### config.mk
export PLATFORM = sky130hd
export DESIGN_NAME = fwd_stall_ctrl_n_flat
export DESIGN_NICKNAME = d
export VERILOG_FILES = /design/src/rtl/fwd_stall_ctrl_n_if.sv /design/src/rtl/fwd_stall_ctrl_n.sv /design/src/flat_wrapper.sv
export SDC_FILE = /design/constraint.sdc
export NUM_CORES = 1
export LEC_CHECK = 0
export CORE_ASPECT_RATIO = 0.5
export CORE_UTILIZATION = 38
export DETAILED_ROUTE_END_ITERATION = 8
export GPL_ROUTABILITY_DRIVEN = 0
export PLACE_DENSITY = 0.95
export SLEW_MARGIN = 20
export SYNTH_ARGS = -nofsm -noshare
export SYNTH_HDL_FRONTEND = slang
export SYNTH_SLANG_ARGS = --single-unit
export TNS_END_PERCENT = 5
### constraint.sdc
create_clock -name clk -period 5.5 [get_ports clk]
set_clock_uncertainty 0.1 [all_clocks]
set_input_delay 0.825 -clock clk [delete_from_list [all_inputs] [get_ports clk]]
set_output_delay 0.825 -clock clk [all_outputs]
set_load 0.03 [all_outputs]
### src/rtl/fwd_stall_ctrl_n_if.sv
// Decode-side bus for fwd_stall_ctrl_n: read ports, pipeline write-backs,
// long-latency unit events and the resolved operand / stall outputs.
interface fwd_stall_ctrl_n_if #(
  parameter int unsigned DATA_W = 32,
  parameter int unsigned ADDR_W = 6,
  parameter int unsigned NRD    = 2,
  parameter int unsigned CNT_W  = 16
);
  logic                    de_valid;
  logic                    de_is_long;
  logic [NRD*ADDR_W-1:0]   de_raddr;
  logic [NRD*DATA_W-1:0]   reg_rdata;
  logic                    exe_reg_en;
  logic [ADDR_W-1:0]       exe_reg_waddr;
  logic [DATA_W-1:0]       exe_reg_wdata;
  logic                    exe_mem_read;
  logic                    mem_reg_en;
  logic [ADDR_W-1:0]       mem_reg_waddr;
  logic [DATA_W-1:0]       mem_reg_wdata;
  logic                    wb_reg_en;
  logic [ADDR_W-1:0]       wb_reg_waddr;
  logic [DATA_W-1:0]       wb_reg_wdata;
  logic                    long_issue;
  logic [ADDR_W-1:0]       long_waddr;
  logic                    long_done;
  logic                    cnt_clr;
  logic [NRD*DATA_W-1:0]   de_rdata;
  logic                    stall;
  logic                    long_busy;
  logic [CNT_W-1:0]        stall_cnt;

  // Pipeline side: drives decode/stage information, consumes operands and stall.
  modport master (
    output de_valid, de_is_long, de_raddr, reg_rdata,
           exe_reg_en, exe_reg_waddr, exe_reg_wdata, exe_mem_read,
           mem_reg_en, mem_reg_waddr, mem_reg_wdata,
           wb_reg_en, wb_reg_waddr, wb_reg_wdata,
           long_issue, long_waddr, long_done, cnt_clr,
    input  de_rdata, stall, long_busy, stall_cnt
  );

  // Controller side.
  modport slave (
    input  de_valid, de_is_long, de_raddr, reg_rdata,
           exe_reg_en, exe_reg_waddr, exe_reg_wdata, exe_mem_read,
           mem_reg_en, mem_reg_waddr, mem_reg_wdata,
           wb_reg_en, wb_reg_waddr, wb_reg_wdata,
           long_issue, long_waddr, long_done, cnt_clr,
    output de_rdata, stall, long_busy, stall_cnt
  );
endinterface

### src/rtl/fwd_stall_ctrl_n.sv
// Decode-stage operand forwarding and stall control for NRD read ports.
// Forwards from EXE/MEM/WB, tracks one in-flight long-latency (divider)
// result with a single-entry scoreboard, and counts stalled cycles.
module fwd_stall_ctrl_n #(
  parameter int unsigned DATA_W = 32,
  parameter int unsigned ADDR_W = 6,
  parameter int unsigned NRD    = 2,
  parameter int unsigned CNT_W  = 16
) (
  input logic              clk,
  input logic              rst,
  fwd_stall_ctrl_n_if.slave bus
);

  logic                  busy_q;
  logic [ADDR_W-1:0]     pwaddr_q;
  logic [CNT_W-1:0]      cnt_q;
  logic [NRD*DATA_W-1:0] rdata_c;
  logic [NRD-1:0]        lu_hit;
  logic [NRD-1:0]        lr_hit;
  logic                  busy_eff;
  logic                  load_use;
  logic                  long_raw;
  logic                  struct_hz;
  logic                  stall_c;

  // Per-port operand resolution (EXE > MEM > WB > regfile, r0 reads zero)
  // and per-port address matches against the load and scoreboard entries.
  always_comb begin
    logic [ADDR_W-1:0] a;
    logic [DATA_W-1:0] d;
    a       = '0;
    d       = '0;
    rdata_c = '0;
    lu_hit  = '0;
    lr_hit  = '0;
    for (int unsigned i = 0; i < NRD; i++) begin
      a = bus.de_raddr[i*ADDR_W +: ADDR_W];
      if (a == '0)
        d = '0;
      else if (bus.exe_reg_en && (bus.exe_reg_waddr == a))
        d = bus.exe_reg_wdata;
      else if (bus.mem_reg_en && (bus.mem_reg_waddr == a))
        d = bus.mem_reg_wdata;
      else if (bus.wb_reg_en && (bus.wb_reg_waddr == a))
        d = bus.wb_reg_wdata;
      else
        d = bus.reg_rdata[i*DATA_W +: DATA_W];
      rdata_c[i*DATA_W +: DATA_W] = d;
      lu_hit[i] = (a == bus.exe_reg_waddr);
      lr_hit[i] = (a == pwaddr_q);
    end
  end

  // Hazard detection; a retiring long result is forwarded via WB, so it
  // no longer counts as busy in its done cycle.
  always_comb begin
    busy_eff  = busy_q & ~bus.long_done;
    load_use  = bus.de_valid & bus.exe_mem_read & bus.exe_reg_en &
                (bus.exe_reg_waddr != '0) & (|lu_hit);
    long_raw  = bus.de_valid & busy_eff & (pwaddr_q != '0) & (|lr_hit);
    struct_hz = bus.de_valid & bus.de_is_long & busy_eff;
    stall_c   = load_use | long_raw | struct_hz;
  end

  // Single-entry scoreboard for the long-latency unit; issue beats done.
  always_ff @(posedge clk) begin
    if (rst) begin
      busy_q   <= 1'b0;
      pwaddr_q <= '0;
    end else if (bus.long_issue) begin
      busy_q   <= 1'b1;
      pwaddr_q <= bus.long_waddr;
    end else if (bus.long_done) begin
      busy_q   <= 1'b0;
    end
  end

  // Saturating stall-cycle counter; clear beats increment.
  always_ff @(posedge clk) begin
    if (rst || bus.cnt_clr)
      cnt_q <= '0;
    else if (stall_c && (cnt_q != '1))
      cnt_q <= cnt_q + CNT_W'(1);
  end

  assign bus.de_rdata  = rdata_c;
  assign bus.stall     = stall_c;
  assign bus.long_busy = busy_q;
  assign bus.stall_cnt = cnt_q;

endmodule
### src/flat_wrapper.sv
// flat-port wrapper written by rule: the top's interface ports become plain ports
module fwd_stall_ctrl_n_flat 
#(
  parameter int unsigned DATA_W = 32,
  parameter int unsigned ADDR_W = 6,
  parameter int unsigned NRD    = 2,
  parameter int unsigned CNT_W  = 16
)
  (clk, rst, bus_de_valid, bus_de_is_long, bus_de_raddr, bus_reg_rdata, bus_exe_reg_en, bus_exe_reg_waddr, bus_exe_reg_wdata, bus_exe_mem_read, bus_mem_reg_en, bus_mem_reg_waddr, bus_mem_reg_wdata, bus_wb_reg_en, bus_wb_reg_waddr, bus_wb_reg_wdata, bus_long_issue, bus_long_waddr, bus_long_done, bus_cnt_clr, bus_de_rdata, bus_stall, bus_long_busy, bus_stall_cnt);
  fwd_stall_ctrl_n_if #(.DATA_W(DATA_W), .ADDR_W(ADDR_W), .NRD(NRD), .CNT_W(CNT_W)) bus_i ();
  input logic clk;
  input logic rst;
  input wire logic [$bits(bus_i.de_valid)-1:0] bus_de_valid;
  input wire logic [$bits(bus_i.de_is_long)-1:0] bus_de_is_long;
  input wire logic [$bits(bus_i.de_raddr)-1:0] bus_de_raddr;
  input wire logic [$bits(bus_i.reg_rdata)-1:0] bus_reg_rdata;
  input wire logic [$bits(bus_i.exe_reg_en)-1:0] bus_exe_reg_en;
  input wire logic [$bits(bus_i.exe_reg_waddr)-1:0] bus_exe_reg_waddr;
  input wire logic [$bits(bus_i.exe_reg_wdata)-1:0] bus_exe_reg_wdata;
  input wire logic [$bits(bus_i.exe_mem_read)-1:0] bus_exe_mem_read;
  input wire logic [$bits(bus_i.mem_reg_en)-1:0] bus_mem_reg_en;
  input wire logic [$bits(bus_i.mem_reg_waddr)-1:0] bus_mem_reg_waddr;
  input wire logic [$bits(bus_i.mem_reg_wdata)-1:0] bus_mem_reg_wdata;
  input wire logic [$bits(bus_i.wb_reg_en)-1:0] bus_wb_reg_en;
  input wire logic [$bits(bus_i.wb_reg_waddr)-1:0] bus_wb_reg_waddr;
  input wire logic [$bits(bus_i.wb_reg_wdata)-1:0] bus_wb_reg_wdata;
  input wire logic [$bits(bus_i.long_issue)-1:0] bus_long_issue;
  input wire logic [$bits(bus_i.long_waddr)-1:0] bus_long_waddr;
  input wire logic [$bits(bus_i.long_done)-1:0] bus_long_done;
  input wire logic [$bits(bus_i.cnt_clr)-1:0] bus_cnt_clr;
  output wire logic [$bits(bus_i.de_rdata)-1:0] bus_de_rdata;
  output wire logic [$bits(bus_i.stall)-1:0] bus_stall;
  output wire logic [$bits(bus_i.long_busy)-1:0] bus_long_busy;
  output wire logic [$bits(bus_i.stall_cnt)-1:0] bus_stall_cnt;
  assign bus_i.de_valid = bus_de_valid;
  assign bus_i.de_is_long = bus_de_is_long;
  assign bus_i.de_raddr = bus_de_raddr;
  assign bus_i.reg_rdata = bus_reg_rdata;
  assign bus_i.exe_reg_en = bus_exe_reg_en;
  assign bus_i.exe_reg_waddr = bus_exe_reg_waddr;
  assign bus_i.exe_reg_wdata = bus_exe_reg_wdata;
  assign bus_i.exe_mem_read = bus_exe_mem_read;
  assign bus_i.mem_reg_en = bus_mem_reg_en;
  assign bus_i.mem_reg_waddr = bus_mem_reg_waddr;
  assign bus_i.mem_reg_wdata = bus_mem_reg_wdata;
  assign bus_i.wb_reg_en = bus_wb_reg_en;
  assign bus_i.wb_reg_waddr = bus_wb_reg_waddr;
  assign bus_i.wb_reg_wdata = bus_wb_reg_wdata;
  assign bus_i.long_issue = bus_long_issue;
  assign bus_i.long_waddr = bus_long_waddr;
  assign bus_i.long_done = bus_long_done;
  assign bus_i.cnt_clr = bus_cnt_clr;
  assign bus_de_rdata = bus_i.de_rdata;
  assign bus_stall = bus_i.stall;
  assign bus_long_busy = bus_i.long_busy;
  assign bus_stall_cnt = bus_i.stall_cnt;
  fwd_stall_ctrl_n #(.DATA_W(DATA_W), .ADDR_W(ADDR_W), .NRD(NRD), .CNT_W(CNT_W)) u_core (.clk(clk), .rst(rst), .bus(bus_i));
endmodule
==> Word-level counts from Yosys, hierarchy flattened <==
Cells that the tools add are included.
{ "op_classes": {"add_sub_neg": 1, "n_mul": 0, "div": 0, "n_lt_le_gt_ge": 0, "n_eq_ne": 11, "shift": 0, "n_mux": 10, "n_bitwise": 13, "reduce_logical": 15} }
{ "ops": {"columns": ["operator", "n"], "rows": [
  ["$mux 32", 8],
  ["$eq 6x6->1", 10],
  ["$add 16x1->16 const B", 1],
  ["$ne 16x16->1 const B", 1],
  ["$logic_not 6->1", 2],
  ["$reduce_bool 6->1", 2],
  ["$and 1x1->1", 10],
  ["$logic_and 1x1->1", 7],
  ["$reduce_or 2->1", 2],
  ["$mux 1", 2],
  ["$or 1x1->1", 2],
  ["$reduce_bool 2->1", 1],
  ["$logic_or 1x1->1", 1],
  ["$not 1->1", 1]
]} }
{ "word_totals": {"ff_bits": 23, "latchBits": 0, "ramBits": 0, "mem_bits_ro": 0, "in_bits": 207, "output_inout_bits": 82, "word_cells": 53, "memories": 0} }

==> Depth between registers and ports, before layout <==
{ "depth": {"word_depth": 8, "mapped_depth": 10, "mapped_depth_nobuf": 8} }

==> Worst setup path before layout <==
Ideal clock, no wire load.
{ "synth_timing": {"path_type": "in2out", "from": "in bus_de_raddr[1]", "to": "out bus_de_rdata[1]", "t_arrival_ns": 2.704, "required_ns": 4.575, "path_slack_ns": 1.871, "stages": 9, "n_path_buf": 3, "path_cell_list": "clkbuf_1 > xnor2_1 > nand4_1 > or4_1 > buf_2 > buf_1 > a211oi_1 > a21oi_1 > nor2_1"} }
{ "synth_between": {"elab_chain_cells": 6, "word_cells_on_any_way": 11, "classes_between": "3 x eq/ne; 4 x mux; 4 x reduce/logical"} }
{ "synth_lines": {"columns": ["element", "line", "source"], "rows": [
  ["from (decl)", "flat_wrapper.sv:15", "input wire logic [$bits(bus_i.de_raddr)-1:0] bus_de_raddr;"],
  ["$eq 6x6->1", "fwd_stall_ctrl_n.sv:45", "else if (bus.wb_reg_en && (bus.wb_reg_waddr == a))"],
  ["$logic_and 1x1->1", "fwd_stall_ctrl_n.sv:45", null],
  ["$mux 32", "fwd_stall_ctrl_n.sv:45", null],
  ["$mux 32", "fwd_stall_ctrl_n.sv:43", "else if (bus.mem_reg_en && (bus.mem_reg_waddr == a))"],
  ["$mux 32", "fwd_stall_ctrl_n.sv:41", "else if (bus.exe_reg_en && (bus.exe_reg_waddr == a))"],
  ["$mux 32 (*)", "fwd_stall_ctrl_n.sv:39", "if (a == '0)"],
  ["to (decl)", "flat_wrapper.sv:31", "output wire logic [$bits(bus_i.de_rdata)-1:0] bus_de_rdata;"]
]} }
Mark *: on every way between the ends. The rest lies on a longest branch, timed or not.

==> Worst setup path after layout <==
{ "layout_timing": {"from": "in bus_de_raddr[0]", "to": "out bus_de_rdata[21]"} }
The elaborated chain is that of the path after synthesis.

==> impl_metrics.toml <==
[synth]
yosysSeqAreaShare_pct = 11.7
synth_xor_area_share_pct = 11.8
synth_cell_types = 50
synthAdderAreaFrac_pct = 0.319
synth_top_family_by_area = "compound AO/OA/AOI/OAI gates"
synth_compound_area_share_pct = 26.3
netlist_area_mm2 = 0.00392
ys_warn_count = 0
ys_ff_latch = 23
synthMuxAreaShare_pct = 18.4
yosys.area_share.simple_pct = 24.0
synth_cells = 578
syn_nets = 786
syn_avg_cell_area_um2 = 6.78

[drt]
viasPerCell = 5.61
drc_errors = 0
drtIter0Drc = 259
wl_per_cell_um = 18.2
vias = 5378
first_pass_iters = 5
ant_nets = 0
drt_wl_total_um = 17500

[cells_and_area]
design_area_mm2 = 0.00692
instances_no_fill = 959
finalNetCount = 1033
drive_gt1_share_pct = 4.73
area_delta_synth_final_pct = 76.7
num_antenna_cells = 0

[critical_path]
critPathSlowestCell = "or4_2"
path_cells = "clkdlybuf4s50_1 -> xnor2_1 -> nand4_1 -> or4_2 -> buf_12 -> a211oi_1 -> a21oi_1 -> nor2_1 -> clkdlybuf4s50_1"
worst_ep_arrival_time_ns = 4.15
path_class = "in2out"
end_kind = "primary output"
crit_path_max_fanout = 30
required_ns = 4.58
cpPeakStageDelay_ns = 0.90
crit_top_cell = "clkdlybuf4s50_1"
critPathBufInv = 3
start_kind = "primary input"
cp_top_family = "buffers and inverters"

[timing]
final-max-slew-violation-count = 0
relSlewSlack_pct = 55.7
clock.fmax_ghz = 0.197
setup_viol = 0
final_hold_viol_count = 0
fin_crit_sh_pct = 92.3
whs_ns = 0.412
rsz0062_at_grt = "no"
fin_crit_ns = 5.08
tns_ns = 0
tightest_slew_ns = 0.665
fin_ws_ns = 0.421

[cts]
cts_hold_buf = 0
cts_resized = 0
clk_path_buf_depth = 2
htreeDepth = 1
cts.sinks = 23
clock-root-buffer = "clkbuf_16"
cts_buffers = 3
cts_setup_buffers = 0
clk_pin_slew_worst_paths_ns = 0.06
clkLatencyLatePin_ns = 0.26
cts_tree = "yes"

[grt]
top_usage_layer = "met2"
grt_first_pass_wirelength_um = 27000
grtUsageMet1_pct = 34.9
grt_max_degree = 65
grt_pass1_vias = 5396
overflow = 0
antenna_found_initial = 0
met2_usage_pct = 61.4
track_usage_pct = 31.2
grt.met3_usage_pct = 2.73

[die]
io_pins = 289
initial_core_util_pct = 40.3
die_y_um = 73.8
dieWidth_um = 146
coreArea_mm2 = 0.00973
rows = 25
die-area_mm2 = 0.0107

[power_and_ir_drop]
p_per_area_mw_per_mm2 = 117
p_leak_nw = 2.46
max-vdd-ir-drop_mv = 0.162

[placement]
dpl_cell_area_mm2 = 0.00684
dp_hpwl_um = 13700
numPortBuffers = 288
dp.cells = 955
dpl_worst_slack_ns = 0.482

[flow_run]
cap_violations = 0

[status]
status = "completed"

[hold_path]
hold_path.class = "reg2reg"
-- report_power, final --
part	switching, W	internal, W
combinational	0.000216	0.000257
clock	0.0000641	0.0000992
sequential	0.00000462	0.000170
total	0.000284	0.000526
-- metal layers --
metal	vias to the layer above	wire length [um]
li1	2565	-
met5	-	0
met2	236	9060
met4	0	640
met1	2516	6800
met3	61	995
-- metrics by stage --
stage	total power, W	util (%)
finish	0.000810	71.2
global route	0.000843	71.2
CTS	0.000806	71.2
detailed placement	0.000646	70.4
global placement	0.000635	70.4
floorplan	0.000385	-
-- cells in the final DEF, fill, tap and decap left out, types with 3 or more instances in the layout --
master           netlist  routed
inv_1                  6       6
clkdlybuf4s50_1        0     288
and2_1                 5       3
xor2_1                16      16
a21oi_1               77      77
clkbuf_16              0       3
nand3_1                5       5
mux2i_1               72      72
nand4_1               12      12
nor2_1               145     145
and3_2                 3       3
nand2_1                9       9
xnor2_1               37      37
and2_2                 1       3
a31o_2                 3       3
a211oi_1              64      64
buf_4                  6      11
dfxtp_1               23      23
-- tightest hold or removal path, stage by stage, from the launching register on --
cell     delay, ns
dfxtp_1       0.34
nand2_1       0.06
mux2i_1       0.06
-- synth_stat cells (all sizes together) --
master,count,area share [%]
a211oi,64,12
a21o,2,0.42
a21oi,78,10
a311oi,2,0.45
a31o,5,1.1
a31oi,1,0.16
a41o,1,0.29
a41oi,2,0.64
and2,6,0.99
and3,6,1.2
and4,3,0.73
buf,25,3.4
clkbuf,34,3.3
dfxtp,23,12
ha,1,0.32
inv,6,0.57
mux2i,72,18
nand2,10,1.1
nand2b,1,0.16
nand3,5,0.64
nand4,12,1.9
nand4b,1,0.22
nor2,145,14
nor3,4,0.51
nor4,4,1.4
o2111ai,1,0.22
o211a,1,0.26
o211ai,1,0.19
o21ai,1,0.13
o22ai,1,0.16
or2,2,0.32
or3,1,0.16
or4,4,0.77
xnor2,37,8.3
xor2,16,3.6
-- sequential cells by signal (all words and copies together), names as in the netlist --
register / flops
u_core.bus.long_busy: 1
u_core.pwaddr_q: 6
u_core.bus.stall_cnt: 16
-- layout make-up --
type	instances	area (um^2)
repair buffers	301	3010
fillers	756	2810
clock buffers	4	78.8
multi-input cells	490	3190
flip-flops and latches	23	460
well taps	135	169
inverters	6	22.5
-- logic make-up after synthesis --
group / Yosys count
and+or+nand+nor: 204
AOI/OAI and AO/OA: 160
muxes: 72
buffers and inverters: 65
xor gates and xnor gates: 53
DFF: 23
adders and majority gates: 1
-- path summary, 6_finish.rpt --
| path | start | endpoint | slack, ns | depth (start not counted) |
|---|---|---|---|---|
| hold / removal | u_core.bus.stall_cnt[8]$_SDFFE_PP0P_ | u_core.bus.stall_cnt[8]$_SDFFE_PP0P_ | 0.41 | 2 |
| setup reg to reg | u_core.bus.stall_cnt[0]$_SDFFE_PP0P_ | u_core.bus.stall_cnt[6]$_SDFFE_PP0P_ | 3.05 | 8 |
| hold reg to reg | u_core.bus.stall_cnt[8]$_SDFFE_PP0P_ | u_core.bus.stall_cnt[8]$_SDFFE_PP0P_ | 0.41 | 2 |
| setup / recovery | bus_de_raddr[0] | bus_de_rdata[21] | 0.42 | 9 |
Power figures use the tool's default switching activity.
